`src/rtl/mux_scan_sequencer.sv`:
```
`timescale 1ns / 1ps
`default_nettype none
// ============================================================================
//  Module   : mux_scan_sequencer
//  Brief    : Four-channel time-division scan controller driving the select
//             lines of a downstream 4:1 mux. Walks the unmasked channels in
//             ascending order, settles DWELL cycles on each, captures the mux
//             output into a frame buffer and offers the finished 4-bit frame
//             through a valid/ready handshake.
//  Options  : MUX_SCAN_CONT_EN - when defined, a completed handshake restarts
//             the scan immediately with a freshly latched mask (continuous
//             mode). When undefined, every frame needs its own start pulse.
//  Revision : 1.0 - initial release
// ============================================================================
module mux_scan_sequencer #(
   parameter int DWELL = 4,   // settle cycles per channel, 1..255
   parameter int CW    = 8    // dwell counter width, 2^CW > DWELL
) (
   input  logic       clk,
   input  logic       rst,
   input  logic       start,
   input  logic [3:0] mask,
   input  logic       mux_out,
   output logic       s0,
   output logic       s1,
   output logic [3:0] frame,
   output logic       frame_valid,
   input  logic       frame_ready,
   output logic       busy
);

   typedef enum logic [1:0] {
      S_IDLE    = 2'd0,
      S_DWELL   = 2'd1,
      S_CAPTURE = 2'd2,
      S_DONE    = 2'd3
   } state_t;

   localparam logic [CW-1:0] c_cnt_load = CW'(DWELL - 1);

   state_t        state_q, state_d;
   logic [1:0]    ch_q, ch_d;
   logic [CW-1:0] cnt_q, cnt_d;
   logic [3:0]    mask_q, mask_d;
   logic [3:0]    fbuf_q, fbuf_d;
   logic [3:0]    frame_q, frame_d;
   logic          valid_q, valid_d;

   logic [2:0]    w_first;   // {found, index} of lowest unmasked channel in mask input
   logic [2:0]    w_next;    // {found, index} of next unmasked channel above ch_q

   // Returns {found, index} of the lowest channel >= from whose mask bit is clear.
   function automatic logic [2:0] f_find_free(input logic [3:0] m, input logic [2:0] from);
      logic [2:0] r;
      r = 3'b000;
      for (int i = 3; i >= 0; i--) begin
         if (!m[i] && (i >= int'(from))) begin
            r = {1'b1, 2'(i)};
         end
      end
      return r;
   endfunction

   assign w_first = f_find_free(mask, 3'd0);
   assign w_next  = f_find_free(mask_q, {1'b0, ch_q} + 3'd1);

   // Selects come straight from the channel register so they never glitch.
   assign s0          = ch_q[0];
   assign s1          = ch_q[1];
   assign frame       = frame_q;
   assign frame_valid = valid_q;
   assign busy        = (state_q != S_IDLE);

   // State and datapath registers; reset discards any partial frame at once.
   always_ff @(posedge clk or posedge rst) begin
      if (rst) begin
         state_q <= S_IDLE;
         ch_q    <= 2'd0;
         cnt_q   <= '0;
         mask_q  <= 4'h0;
         fbuf_q  <= 4'h0;
         frame_q <= 4'h0;
         valid_q <= 1'b0;
      end else begin
         state_q <= state_d;
         ch_q    <= ch_d;
         cnt_q   <= cnt_d;
         mask_q  <= mask_d;
         fbuf_q  <= fbuf_d;
         frame_q <= frame_d;
         valid_q <= valid_d;
      end
   end

   // Next-state logic: scan sequencing, capture and frame handshake.
   always_comb begin
      state_d = state_q;
      ch_d    = ch_q;
      cnt_d   = cnt_q;
      mask_d  = mask_q;
      fbuf_d  = fbuf_q;
      frame_d = frame_q;
      valid_d = valid_q;

      case (state_q)
         S_IDLE: begin
            ch_d = 2'd0;
            // An all-masked request has nothing to scan and is dropped.
            if (start && (mask != 4'hF)) begin
               mask_d  = mask;
               ch_d    = w_first[1:0];
               fbuf_d  = 4'h0;
               cnt_d   = c_cnt_load;
               state_d = S_DWELL;
            end
         end

         S_DWELL: begin
            if (cnt_q == '0) begin
               state_d = S_CAPTURE;
            end else begin
               cnt_d = cnt_q - 1'b1;
            end
         end

         S_CAPTURE: begin
            fbuf_d[ch_q] = mux_out;
            if (w_next[2]) begin
               ch_d    = w_next[1:0];
               cnt_d   = c_cnt_load;
               state_d = S_DWELL;
            end else begin
               state_d = S_DONE;
            end
         end

         S_DONE: begin
            // First DONE cycle publishes the buffer; the frame then holds
            // until the consumer takes it.
            if (!valid_q) begin
               valid_d = 1'b1;
               frame_d = fbuf_q;
            end else if (frame_ready) begin
               valid_d = 1'b0;
`ifdef MUX_SCAN_CONT_EN
               if (mask != 4'hF) begin
                  mask_d  = mask;
                  ch_d    = w_first[1:0];
                  fbuf_d  = 4'h0;
                  cnt_d   = c_cnt_load;
                  state_d = S_DWELL;
               end else begin
                  ch_d    = 2'd0;
                  state_d = S_IDLE;
               end
`else
               ch_d    = 2'd0;
               state_d = S_IDLE;
`endif
            end
         end

         default: begin
            ch_d    = 2'd0;
            valid_d = 1'b0;
            state_d = S_IDLE;
         end
      endcase
   end

endmodule
`default_nettype wire

```
`config.mk`:
```
export PLATFORM = sky130hd
export DESIGN_NAME = mux_scan_sequencer
export DESIGN_NICKNAME = d
export VERILOG_FILES = /design/src/rtl/mux_scan_sequencer.sv
export SDC_FILE = /design/constraint.sdc
export NUM_CORES = 1
export LEC_CHECK = 0
export CAP_MARGIN = 10
export CORE_MARGIN = 3
export CORE_UTILIZATION = 30
export DETAILED_ROUTE_END_ITERATION = 12
export GPL_TIMING_DRIVEN = 1
export RECOVER_POWER = 50
export SYNTH_ARGS = -nofsm -noshare
export SYNTH_HDL_FRONTEND = slang
export SYNTH_SLANG_ARGS = --single-unit
```
`constraint.sdc`:
```
create_clock -name clk -period 2 [get_ports clk]
set_clock_uncertainty 0.05 [all_clocks]
set_input_delay 0.6 -clock clk [delete_from_list [all_inputs] [get_ports clk]]
set_output_delay 0.6 -clock clk [all_outputs]
set_load 0.02 [all_outputs]
```
==> flow_metrics.py, run 1 <==
metrics = {
    "synthesis": {
        "syn_area_per_cell_sq_um": 10.31,
        "ys_ff_latch": 24,
        "synth-async-reset-ratio_pct": 100.0,
        "synth_area_leaders": "dfrtp_1, mux2_2, nand2_1",
        "yosys.area_share.simple_pct": 22.85,
        "syn-num-nets": 138,
        "synth_top_family_by_area": "simple AND/OR/NAND/NOR gates",
        "synthXorXnorAreaFrac_pct": 0.6692,
        "synthDistinctLibCells": 46,
        "yosysWarnings": 0,
        "synth_top_area_share_pct": 45.89,
        "yosys.area.top_type": "dfrtp_1",
        "synth-compound-area-share_pct": 16.35,
        "synthAdderAreaFrac_pct": 1.912,
        "synth-edff-count": 0,
        "ys.flop_type": "dfrtp_1",
        "syn-instance-count": 127,
        "syn_area_sq_mm": 0.001309,
        "synthMuxAreaShare_pct": 7.553,
        "seq_area_frac_synth_pct": 45.89,
    },
    "clocking": {
        "tritoncts": "done",
        "clk_latency_ns": 0.27,
        "cts_buffer_depth": 2,
        "cts_root_buf": "clkbuf_8",
        "cts_sinks": 24,
        "postCtsSetupBuffers": 0,
        "htreeDepth": 1,
        "clk_pin_slew_ns": 0.09,
        "cts_hold_buf": 0,
        "numCtsBuffers": 3,
    },
    "cells_and_area": {
        "seq_area_sq_um": 600.6,
        "n_fill_cell": 410,
        "multiInputGateArea_sq_um": 651.9,
        "syn2layout_area_growth_pct": 27.25,
        "diodes": 0,
        "final_layout_size_suffix_gt1_share_pct": 20.65,
        "design_area_sq_mm": 0.001665,
        "finalNetCount": 167,
    },
    "routing": {
        "dr_total_vias": 1060,
        "via_per_inst": 5.171,
        "wl_per_cell_um": 13.42,
        "drt_iter0_markers": 49,
        "first_pass_iters": 4,
        "ant_nets": 0,
        "wl_mm": 2.751,
        "drc_errors": 0,
    },
    "placement": {
        "dp_hpwl_mm": 2.048,
        "dpl_cell_area_sq_mm": 0.001593,
        "pre_cts_ws_ns": -0.1603,
        "place_congestion": 0.8143,
        "port_buffers": 16,
    },
    "sta": {
        "setup_viol": 0,
        "drv_slew": 0,
        "postLayoutSetupSlackWorst_ns": 0.1148,
        "max_freq_mhz": 530.4,
        "min_period_over_period_pct": 94.26,
        "hold_viol": 0,
        "holdWs_ns": 0.4315,
        "max-slew-margin-rel_pct": 59.62,
        "rsz0062_at_grt": "no",
        "min_period_ns": 1.885,
        "worst_slew_pin_slew_ns": 0.6057,
    },
    "global_route": {
        "grt_pass1_wl_mm": 4.698,
        "grt_pass1_vias": 1049,
        "grt_start_max_net_pins": 25,
        "grt_overflow": 0,
        "antenna_found_initial": 0,
        "grt_usage_pct": 11.32,
    },
    "die": {
        "die_h_um": 72.05,
        "start_util_pct": 31.80,
        "core_region_area_sq_mm": 0.004115,
        "ios": 17,
        "rows": 23,
        "fp.dieW_um": 72.05,
        "die_area_sq_mm": 0.005191,
    },
    "worst_setup_path": {
        "cp_max_fo": 2,
        "arrival_ns": 1.24,
        "crit_type": "flop to output port",
        "worst_path_max_delay_cell": "clkdlybuf4s50_1",
        "required_ns": 1.35,
        "cp.buffers_inverters": 1,
        "cp_top_family": "buffers and inverters",
        "slowest_delay_ns": 0.61,
        "crit_path_end_kind": "output port",
        "startpoint_type": "flop",
        "crit_path_cell_trace": "clkdlybuf4s50_1",
    },
    "power_and_ir_drop": {
        "total_power_mw": 2.536,
        "vdd_drop_max_mv": 0.5940,
        "powerDensity_mw_per_mm2": 1523,
        "p_leak_nw": 0.7480,
    },
    "status": {
        "outcome": "completed",
    },
    "min_path": {
        "hold_class": "flop to flop",
    },
    "run": {
        "cap_violations": 0,
    },
}
-- timing repair --
action	in CTS	in global routing
setup endpoints to repair	1	3
pin swaps	0	0
gates resized for setup	1	2
-- cells by family (layout without fill, tap and decap cells) --
logic type,count (synthesis),count (layout)
AOI/OAI and AO/OA,30,30
buffers and inverters,13,41
DFF,24,24
adders and majority gates,2,2
muxes,9,9
and+or+nand+nor,48,48
xor gates and xnor gates,1,1
-- sequential cells by signal (all words and copies together) (netlist names) --
name,flops
ch_q,2
state_q,2
fbuf_q,4
mask_q,3
cnt_q,8
frame_valid,1
frame,4
-- area by class of cell --
| class | count | area share (%) |
|---|---|---|
| clock buffers | 3 | 2.479 |
| clock inverters | 1 | 1.803 |
| inverters | 9 | 2.029 |
| multi-input cells | 90 | 39.14 |
| flip-flops and latches | 24 | 36.06 |
| well taps | 50 | 3.757 |
| repair buffers | 28 | 14.73 |
-- stage by stage --
| stage | instances | utilization (%) | setup TNS [ns] |
|---|---|---|---|
| floorplan | 127 | - | 0 |
| global placement | 201 | 38.70 | -0.7446 |
| detailed placement | 201 | 38.70 | -1.038 |
| CTS | 205 | 40.41 | 0 |
| global route | 205 | 40.47 | 0 |
| finish | 205 | 40.47 | 0 |
-- path summary, 6_finish.rpt --
| check | from | slack (ns) | end | cells after the start |
|---|---|---|---|---|
| min in group asynchronous | rst | 0.86 | frame[0] | 3 |
| setup / recovery | frame[2] | 0.11 | frame[2] | 1 |
| setup reg to reg | cnt_q[0] | 0.19 | cnt_q[1] | 6 |
| max in group asynchronous | rst | 0.64 | cnt_q[7] | 3 |
| hold / removal | frame[0] | 0.43 | frame[0] | 2 |
| hold reg to reg | frame[0] | 0.43 | frame[0] | 2 |
-- Yosys cell counts (2+ instances only) --
master / instances
a211o_1: 3
nand2b_1: 3
nand2_1: 10
o2bb2ai_1: 2
nand3b_1: 2
ha_1: 2
nor3b_1: 2
mux2i_1: 2
a21oi_1: 6
dfrtp_1: 24
and3_1: 3
nor3_1: 7
mux2_2: 7
o32ai_1: 2
a211oi_1: 4
o21ai_0: 4
nor3b_2: 2
inv_1: 8
nor2_1: 7
-- cell usage in the layout (no fill, tap or decap), types with 4 or more instances in the layout --
cell             synthesis  layout
buf_4                    1      10
dfrtp_1                 24      24
nor2_1                   7       7
a21oi_1                  6       6
mux2_2                   7       7
nor3_1                   7       7
inv_1                    8       8
o21ai_0                  4       4
a211oi_1                 4       4
nand2_1                 10      10
clkdlybuf4s50_1          0      13
-- report_power, final --
part	leakage (nW)	internal, mW	switching, mW	total, mW
Combinational	0.410	0.591	0.640	1.23
Sequential	0.303	0.699	0.176	0.876
Clock	0.0357	0.268	0.162	0.430
Total	0.748	1.56	0.978	2.54
-- routing by layer --
| layer | share of wire, % | GRT usage, % | vias to the layer above |
|---|---|---|---|
| li1 | - | - | 520 |
| met1 | 45 | 13.07 | 519 |
| met2 | 51 | 20.92 | 19 |
| met3 | 3.1 | 3.186 | 2 |
| met4 | 0.47 | 2.088 | 0 |
| met5 | 0 | 0 | - |
No activity file was read; power rests on OpenSTA's default activity.
==> run 2, diff against run 1 <==
--- a/config.mk
+++ b/config.mk
@@ -6,7 +6,6 @@
 export NUM_CORES = 1
 export LEC_CHECK = 0
 export CAP_MARGIN = 10
-export CORE_MARGIN = 3
 export CORE_UTILIZATION = 30
 export DETAILED_ROUTE_END_ITERATION = 12
 export GPL_TIMING_DRIVEN = 1
==> flow_metrics.py, run 2 (synthesized netlist as in run 1, its figures left out) <==
metrics = {
    "status": {
        "outcome": "completed",
    },
    "routing": {
        "wl_met2_mm": 1.325,
        "wl_mm": 2.730,
        "wl_met1_mm": 1.333,
        "dr_total_vias": 1015,
        "first_pass_iters": 4,
        "wl_per_cell_um": 13.25,
        "drc_errors": 0,
        "wl_met3_um": 72,
        "drt_iter0_markers": 55,
        "via_per_inst": 4.927,
        "dr.max_layer_used": "met3",
        "ant_nets": 0,
    },
    "cells_and_area": {
        "design_area_sq_mm": 0.001667,
        "syn2layout_area_growth_pct": 27.34,
        "top_register": "cnt_q",
        "finalNetCount": 168,
        "diodes": 0,
        "final_layout_size_suffix_gt1_share_pct": 21.15,
        "final_cell_mix": "dfrtp_1, clkdlybuf4s50_1, buf_4",
        "final_common_cell": "dfrtp_1",
        "largest_register_ffs": 8,
    },
    "min_path": {
        "hold_class": "flop to flop",
        "whs_path_depth": 2,
        "min-delay-start": "frame[0]",
        "whs_endpoint": "frame[0]",
    },
    "power_and_ir_drop": {
        "p_leak_nw": 0.7545,
        "vdd_drop_max_mv": 0.6390,
        "powerDensity_mw_per_mm2": 1520,
    },
    "clocking": {
        "postCtsSetupBuffers": 0,
        "cts_buffer_depth": 2,
        "tritoncts": "done",
        "cts_root_buf": "clkbuf_8",
        "cts_hold_buf": 0,
        "clk_pin_slew_ns": 0.09,
        "cts_sinks": 24,
        "clk_latency_ns": 0.26,
        "numCtsBuffers": 3,
        "htreeDepth": 1,
    },
    "sta": {
        "max_freq_mhz": 525.3,
        "worst_slew_pin_slew_ns": 0.5980,
        "max-slew-margin-rel_pct": 60.13,
        "setup_viol": 0,
        "min_period_ns": 1.904,
        "drv_slew": 0,
        "hold_viol": 0,
        "min_period_over_period_pct": 95.18,
        "tns_ns": 0,
        "rsz0062_at_grt": "no",
    },
    "global_route": {
        "grt_usage_pct": 13.29,
        "grt_overflow": 0,
        "antenna_found_initial": 0,
        "grt_pass1_wl_mm": 4.678,
        "grt_pass1_vias": 985,
        "grt_start_max_net_pins": 25,
    },
    "worst_setup_path": {
        "rr_endpoint": "cnt_q[1]",
        "rr_worst_depth": 6,
        "cp_max_fo": 6,
        "required_ns": 2.12,
        "crit_path_end_kind": "flop",
        "rrSetupSlack_ns": 0.1,
        "crit_type": "flop to flop",
        "startpoint_type": "flop",
        "arrival_ns": 2.02,
        "reg2reg_from": "cnt_q[0]",
    },
    "run": {
        "cap_violations": 0,
    },
    "die": {
        "fp.dieW_um": 68.05,
        "die_area_sq_mm": 0.004631,
        "core_region_area_sq_mm": 0.004086,
        "die_h_um": 68.05,
        "start_util_pct": 32.03,
        "ios": 17,
        "rows": 23,
    },
    "placement": {
        "port_buffers": 16,
        "dp_hpwl_mm": 2.104,
        "dpl_cell_area_sq_mm": 0.001600,
        "place_congestion": 0.7602,
    },
}
[run 2: cell types whose count changed in the layout (fill, tap and decap cells not counted), sizes merged]
| cell | delta |
|---|---|
| dlygate4sd3 | +1 |
| clkdlybuf4s50 | -1 |
| buf | +1 |
[run 2: per-layer routing]
layer | vias to the layer above | GRT usage, %
met2 | 16 | 21.20
met1 | 480 | 19.03
met4 | 0 | 2.344
li1 | 519 | -
met5 | - | 0
met3 | 0 | 2.000
[run 2: layout make-up]
class,count,area [sq um]
fillers,413,2420
multi-input cells,90,645.6
flip-flops and latches,24,600.6
repair buffers,29,252.7
well taps,50,62.56
clock buffers,3,41.29
inverters,9,33.78
clock inverters,1,30.03
[run 2: worst max-delay path by stage]
stage | start | end | cells after the start
after floorplan | ch_q[1] | cnt_q[3] | 5
after global placement | mask[3] | cnt_q[3] | 6
after detailed placement | mask[2] | cnt_q[3] | 6
after CTS | frame_valid | frame_valid | 1
after global routing | cnt_q[0] | cnt_q[1] | 6
final | cnt_q[0] | cnt_q[1] | 6
[run 2: worst max-delay path, stage by stage (launching register included)]
cell and delay [ns]:
dfrtp_1 0.41, inv_1 0.11, ha_1 0.23, nor3b_2 0.38
a21oi_2 0.18, and3_1 0.21, a211oi_1 0.24
[run 2: per-stage QoR]
| step | worst slack (ns) | hold slack [ns] | power, mW | utilization (%) | std cells |
|---|---|---|---|---|---|
| after global routing | 0.003319 | 0.4866 | 2.727 | 40.78 | 206 |
| final | 0.09640 | 0.4532 | 2.533 | 40.78 | 206 |
| after floorplan | 0.3517 | 0.4241 | 1.723 | - | 127 |
| after CTS | 0.01258 | 0.4670 | 2.568 | 40.88 | 206 |
| after global placement | -0.1166 | 0.4337 | 2.103 | 39.16 | 202 |
| after detailed placement | -0.1325 | 0.4423 | 2.143 | 39.16 | 202 |
[run 2: where the power goes]
part	internal, mW	switching [mW]
Combinational	0.589	0.639
Sequential	0.700	0.178
Clock	0.267	0.159
[run 2: repair_timing]
item                                    4_1_cts  5_1_grt
gates cloned                                  0        0
endpoints found under the setup margin        1        1
gates resized for setup                       1        1
